===== config.mk =====
export PLATFORM = sky130hd
export DESIGN_NAME = univ_shift_seq
export DESIGN_NICKNAME = d
export VERILOG_FILES = /design/src/rtl/univ_shift_pkg.sv /design/src/rtl/univ_shift_seq.sv
export SDC_FILE = /design/constraint.sdc
export NUM_CORES = 1
export LEC_CHECK = 0
export ABC_AREA = 1
export BUFFER_PORTS_ARGS = -buffer_cell sky130_fd_sc_hd__buf_2
export CORE_MARGIN = 2
export CORE_UTILIZATION = 25
export DETAILED_ROUTE_END_ITERATION = 10
export PLACE_DENSITY_LB_ADDON = 0.15
export SYNTH_ARGS = -nofsm -noshare
export SYNTH_HDL_FRONTEND = slang
export SYNTH_SLANG_ARGS = --single-unit

===== constraint.sdc =====
create_clock -name clk -period 1.5 [get_ports clk]
set_input_delay 0 -clock clk [delete_from_list [all_inputs] [get_ports clk]]
set_output_delay 0 -clock clk [all_outputs]
set_load 0.02 [all_outputs]

===== src/rtl/univ_shift_pkg.sv =====
// rtl/univ_shift_pkg.sv - shared types and constants for univ_shifter and its command sequencer
package univ_shift_pkg;

  typedef enum logic [1:0] {
    CTRL_HOLD = 2'd0,
    CTRL_SHR  = 2'd1,
    CTRL_SHL  = 2'd2,
    CTRL_LOAD = 2'd3
  } shf_ctrl_e;

  typedef enum logic [1:0] {
    ST_IDLE  = 2'd0,
    ST_LOAD  = 2'd1,
    ST_SHIFT = 2'd2,
    ST_RESP  = 2'd3
  } seq_state_e;

  localparam logic DIR_RIGHT = 1'b0;
  localparam logic DIR_LEFT  = 1'b1;

endpackage


===== src/rtl/univ_shift_seq.sv =====
// rtl/univ_shift_seq.sv - command sequencer: loads univ_shifter, shifts amt times, returns the word
module univ_shift_seq
  import univ_shift_pkg::*;
#(
  parameter int N     = 16,
  parameter int CNT_W = $clog2(N) + 1
) (
  input  logic             clk,
  input  logic             reset,
  input  logic             cmd_valid,
  output logic             cmd_ready,
  input  logic             cmd_dir,
  input  logic [CNT_W-1:0] cmd_amt,
  input  logic [N-1:0]     cmd_data,
  output logic [1:0]       shf_control,
  output logic [N-1:0]     shf_data,
  input  logic [N-1:0]     shf_out,
  output logic             rsp_valid,
  input  logic             rsp_ready,
  output logic [N-1:0]     rsp_data,
  output logic             busy
);

  seq_state_e       r_state;
  logic             r_dir;
  logic [CNT_W-1:0] r_amt;
  logic [CNT_W-1:0] r_cnt;
  logic [N-1:0]     r_data;

  logic             w_cmd_fire;
  logic [CNT_W-1:0] w_amt_clamped;

  assign w_cmd_fire    = cmd_valid & cmd_ready;
  assign w_amt_clamped = (cmd_amt > CNT_W'(N)) ? CNT_W'(N) : cmd_amt;

  always_ff @(posedge clk or negedge reset) begin
    if (!reset) begin
      r_state <= ST_IDLE;
      r_dir   <= DIR_RIGHT;
      r_amt   <= '0;
      r_cnt   <= '0;
      r_data  <= '0;
    end else begin
      case (r_state)
        ST_IDLE: begin
          if (w_cmd_fire) begin
            r_dir   <= cmd_dir;
            r_data  <= cmd_data;
            r_amt   <= w_amt_clamped;
            r_state <= ST_LOAD;
          end
        end
        ST_LOAD: begin
          if (r_amt == '0) begin
            r_state <= ST_RESP;
          end else begin
            r_cnt   <= r_amt;
            r_state <= ST_SHIFT;
          end
        end
        ST_SHIFT: begin
          r_cnt <= r_cnt - CNT_W'(1);
          if (r_cnt == CNT_W'(1)) begin
            r_state <= ST_RESP;
          end
        end
        ST_RESP: begin
          if (rsp_ready) begin
            r_state <= ST_IDLE;
          end
        end
        default: r_state <= ST_IDLE;
      endcase
    end
  end

  // Outputs depend only on state and captured command, never on cmd_* or rsp_ready.
  always_comb begin
    shf_control = CTRL_HOLD;
    rsp_data    = '0;
    case (r_state)
      ST_LOAD:  shf_control = CTRL_LOAD;
      ST_SHIFT: shf_control = (r_dir == DIR_LEFT) ? CTRL_SHL : CTRL_SHR;
      ST_RESP:  rsp_data    = shf_out;
      default:  shf_control = CTRL_HOLD;
    endcase
  end

  assign shf_data  = r_data;
  assign cmd_ready = (r_state == ST_IDLE);
  assign rsp_valid = (r_state == ST_RESP);
  assign busy      = (r_state != ST_IDLE);

endmodule


Word-level counts from Yosys, hierarchy flattened --
Cells that the tools add are included.
Cells by class: add/subtract/negate cells 1, $lt $le $gt $ge 1, equality and inequality tests 8, multiplexer cells 11, bitwise gates (word level) 1, reduce and logical (&&, ||, !) cells 7
Operators with widths (number):
- $mux 16 | 1
- $mux 5 | 2
- $pmux 5 s2 | 1
- $mux 2 | 4
- $pmux 2 s4 | 1
- $eq 5x1->1 const B | 1
- $gt 5x5->1 const B | 1
- $logic_not 5->1 | 1
- $sub 5x1->5 const B | 1
- $eq 2x2->1 const B | 2
- $ne 2x1->1 const B | 2
- $ne 2x2->1 const B | 2
- $pmux 2 s2 | 1
- $reduce_and 2->1 | 2
- $reduce_bool 2->1 | 2
- $reduce_and 3->1 | 1
- $eq 2x1->1 const B | 1
- $logic_not 2->1 | 1
- $and 1x1->1 | 1
- $mux 1 | 1
Storage, ports and cells: register bits after elaboration 29, input bits 42, output and inout bits 37, word-level logic and storage cells 34

Depth between registers and ports, before layout --
depth in word-level cells 4, gate-level depth with buffers 9, mapped depth without buffers 9

Worst setup path after synthesis --
Ideal clock, no wire load.
kind register to register, start point register r_state[0], end point register r_amt[0], library setup time 0.121 ns, data arrival time 1.265 ns, required time 1.379 ns, path slack 0.114 ns, cell stages (with the launch flop) 7, path buffers 1, path through dfrtp_1 -> inv_1 -> ha_1 -> nand2_1 -> buf_2 -> nand2_1 -> o21ai_1
On the way: word-level cells in the longest chain between the ends 3
Ends and longest elaborated chain:
- start: declaration | line univ_shift_seq.sv:24 | seq_state_e r_state;
- start signal: assignment | line univ_shift_seq.sv:38 | r_state <= ST_IDLE;
- start signal: assignment | line univ_shift_seq.sv:50 | r_state <= ST_LOAD;
- start signal: assignment | line univ_shift_seq.sv:55 | r_state <= ST_RESP;
- $logic_not 2->1 * | line univ_shift_seq.sv:90 | assign cmd_ready = (r_state == ST_IDLE);
- net cmd_ready | line univ_shift_seq.sv:11 | output logic cmd_ready,
- $and 1x1->1 | line univ_shift_seq.sv:33 | assign w_cmd_fire = cmd_valid & cmd_ready;
- $reduce_and 2->1 (no source line) *
- end signal: assignment | line univ_shift_seq.sv:49 | r_amt <= w_amt_clamped;
- end: declaration | line univ_shift_seq.sv:26 | logic [CNT_W-1:0] r_amt;
Mark *: on every way through the listed nets, which the timed path passes. The rest lies on a longest branch. A chain may end at the register's enable or synchronous reset.

Worst setup path in the final report --
start point register r_state[1], end point output shf_control[0]
On the way: word-level cells in the longest chain between the ends 2, elaborated cells on any way between the ends 3, classes of those cells 2 x eq/ne; 1 x mux
Ends and longest elaborated chain:
- $eq 2x2->1 / $eq 2x1->1 (equally long branches) | line univ_shift_seq.sv:81 | case (r_state)
- $pmux 2 s2 * | line univ_shift_seq.sv:81
- end: declaration | line univ_shift_seq.sv:15 | output logic [1:0] shf_control,
Mark *: on every way between the ends. The rest lies on a longest branch, timed or not.

==> results.py <==
metrics = {
    "timing": {
        "fin_skew_ns": 0.003201,
        "hold_viol": 0,
        "max_freq_mhz": 703.6,
        "fin_crit_sh_pct": 94.75,
        "rsz0062_at_grt": "true",
        "worst-slew-pin-transition_ns": 0.6752,
        "slew_headroom_pct": 54.99,
        "setup_viol": 0,
        "hold_ws_ns": 0.1234,
        "setup_slack_ns": 0.07872,
        "maxSlewViolCount": 0,
        "fin_crit_ns": 1.421,
    },
    "critical_path": {
        "cp_data_arrival_time_ns": 1.42,
        "cp_max_fo": 5,
        "criticalPathCategory": "flip-flop to primary output",
        "cp-start-kind": "flip-flop",
        "required_ns": 1.50,
        "critPathCaptureType": "primary output",
    },
    "placed_design": {
        "dp_slack_ns": 0.06859,
        "hpwl_um": 2823,
        "place_inst": 372,
        "io_buffers": 78,
        "gp_congestion": 0.7306,
    },
    "global_route": {
        "grt_max_degree": 30,
        "grt_pass1_vias": 1618,
        "overflow": 0,
        "grt_pass1_wl_um": 7024,
        "antenna_found_initial": 0,
        "track_usage_pct": 12.16,
    },
    "logic_synthesis": {
        "ys_types": 19,
        "post-synth-top-area-cell": "dfrtp_1",
        "ys_warn_count": 0,
        "syn_nets": 268,
        "ys_seq_area_share_pct": 45.60,
        "synth_seq_cells": 29,
        "yosys-top-cells-area": "dfrtp_1 46%, nand2_1 23%, inv_1 7.1%",
        "synth_top_area_share_pct": 45.60,
        "synth_cells": 219,
        "syn-cell-area_mm2": 0.001592,
        "syn_area_per_cell_um2": 7.267,
    },
    "clock_network": {
        "root_buffer": "clkbuf_8",
        "cts.htree.levels": 2,
        "path_clk_slew_ns": 0.06,
        "clock-sinks": 29,
        "tritoncts": "yes",
        "insertion_delay_ns": 0.27,
        "clock_path_buffers": 2,
        "cts_inserted_buffers": 5,
    },
    "outcome": {
        "outcome": "completed",
    },
    "power": {
        "powerDensity_mw_per_mm2": 2014,
        "p_total_mw": 4.970,
        "max-vdd-ir-drop_mv": 0.9865,
        "p_leak_nw": 1.488,
    },
    "routing": {
        "wl_per_cell_um": 10.06,
        "drt_iter0_drc": 62,
        "first_pass_iters": 4,
        "drc": 0,
        "ant_nets": 0,
        "viasPerCell": 4.057,
        "drt_wl_total_um": 4086,
        "vias": 1647,
    },
    "run": {
        "drv_cap": 0,
    },
    "floorplanning": {
        "ios": 79,
        "die_area_mm2": 0.007020,
        "die_y_um": 83.79,
        "rows": 29,
        "die_x_um": 83.79,
        "core_mm2": 0.006241,
        "start_util_pct": 25.50,
    },
    "worst_hold_path": {
        "hp-class": "primary input to flip-flop",
    },
    "final_layout": {
        "stdcell_count": 406,
        "layout-drive-gt1-share_pct": 35.26,
        "final_core_util_pct": 39.53,
        "diodes": 0,
        "synthToLayoutAreaGrowth_pct": 55.03,
        "nets": 378,
    },
}
## what timing repair did
action	CTS	global route
setup endpoints to repair	2	42
gates cloned	0	1
buffers inserted	0	3
pin swaps	0	3
hold buffers	23	0
resized for setup	1	18
hold endpoints to repair	51	0
## power breakdown
group	total [mW]	internal [mW]	switching (mW)
logic	2.91	1.14	1.77
registers	1.42	1.17	0.253
clock network	0.641	0.363	0.278
## critical path, stage by stage (launching register included)
cell and delay (ns):
dfrtp_2 0.43, buf_4 0.15, ha_4 0.18, inv_4 0.07
nor2_1 0.04, nor2_1 0.08, nor2_1 0.04, buf_4 0.15
## sequential cells by signal (all words and copies together), names as in the netlist
name,flops
r_amt,5
shf_data,16
r_cnt,5
r_state,2
r_dir,1
## logic make-up (layout without fill, tap and decap cells)
logic type               count (synthesis)  count (layout)  synth area share, %
adder cells (fa/ha/maj)                  7               7                5.503
flip-flops                              29              29                45.60
AO/OA/AOI/OAI                           11              11                4.324
buffers and inverters                   42             152                11.32
AND/OR/NAND/NOR                        130             130                33.25
## layer usage
metal	global-route usage, %	vias up	wire [um]
met5	0	-	0
met4	2.639	0	18
met3	3.858	2	270
met2	21.38	54	2047
met1	14.53	730	1750
li1	-	861	-
## worst paths after layout
kind / startpoint / to / slack, ns / cells after the start
worst max-delay path: r_state[1] / shf_control[0] / 0.08 / 7
worst min-delay path: rsp_ready / r_state[0] / 0.12 / 5
worst max register to register: r_state[1] / r_cnt[0] / 0.11 / 9
worst min register to register: shf_data[2] / shf_data[2] / 0.47 / 2
max in group asynchronous: reset / r_state[1] / 0.72 / 2
min in group asynchronous: reset / shf_data[2] / 0.30 / 2
## layout by cell type, fill, tap and decap left out, drive strengths merged, types with 7 or more instances in the layout
master and instances:
buf 87, clkbuf 7, dfrtp 29, dlygate4sd3 23
ha 7, inv 35, nand2 101, nand3 11
nor2 18, o21ai 9
## metrics by stage
stage | cell area (um2) | setup TNS [ns]
finish | 2467 | 0
global route | 2467 | -0.001155
CTS | 2386 | -0.03508
detailed placement | 2067 | 0
global placement | 2067 | 0
floorplan | 1592 | 0
## cell usage after synthesis, drive strengths merged
master  count
nor2       18
dfrtp      29
ha          7
o21ai       9
inv        35
nand2     101
a21oi       1
o211ai      1
nand3      11
buf         7
## final cells by class
cell class / count / area (um2)
Timing Repair Buffer: 110 / 698.2
Clock buffer: 7 / 86.33
Multi-Input combinational cell: 148 / 720.7
Inverter: 35 / 138.9
Sequential cell: 29 / 726.9
Tap cell: 77 / 96.34
Fill cell: 652 / 3774
No activity file was read; power rests on OpenSTA's default activity.
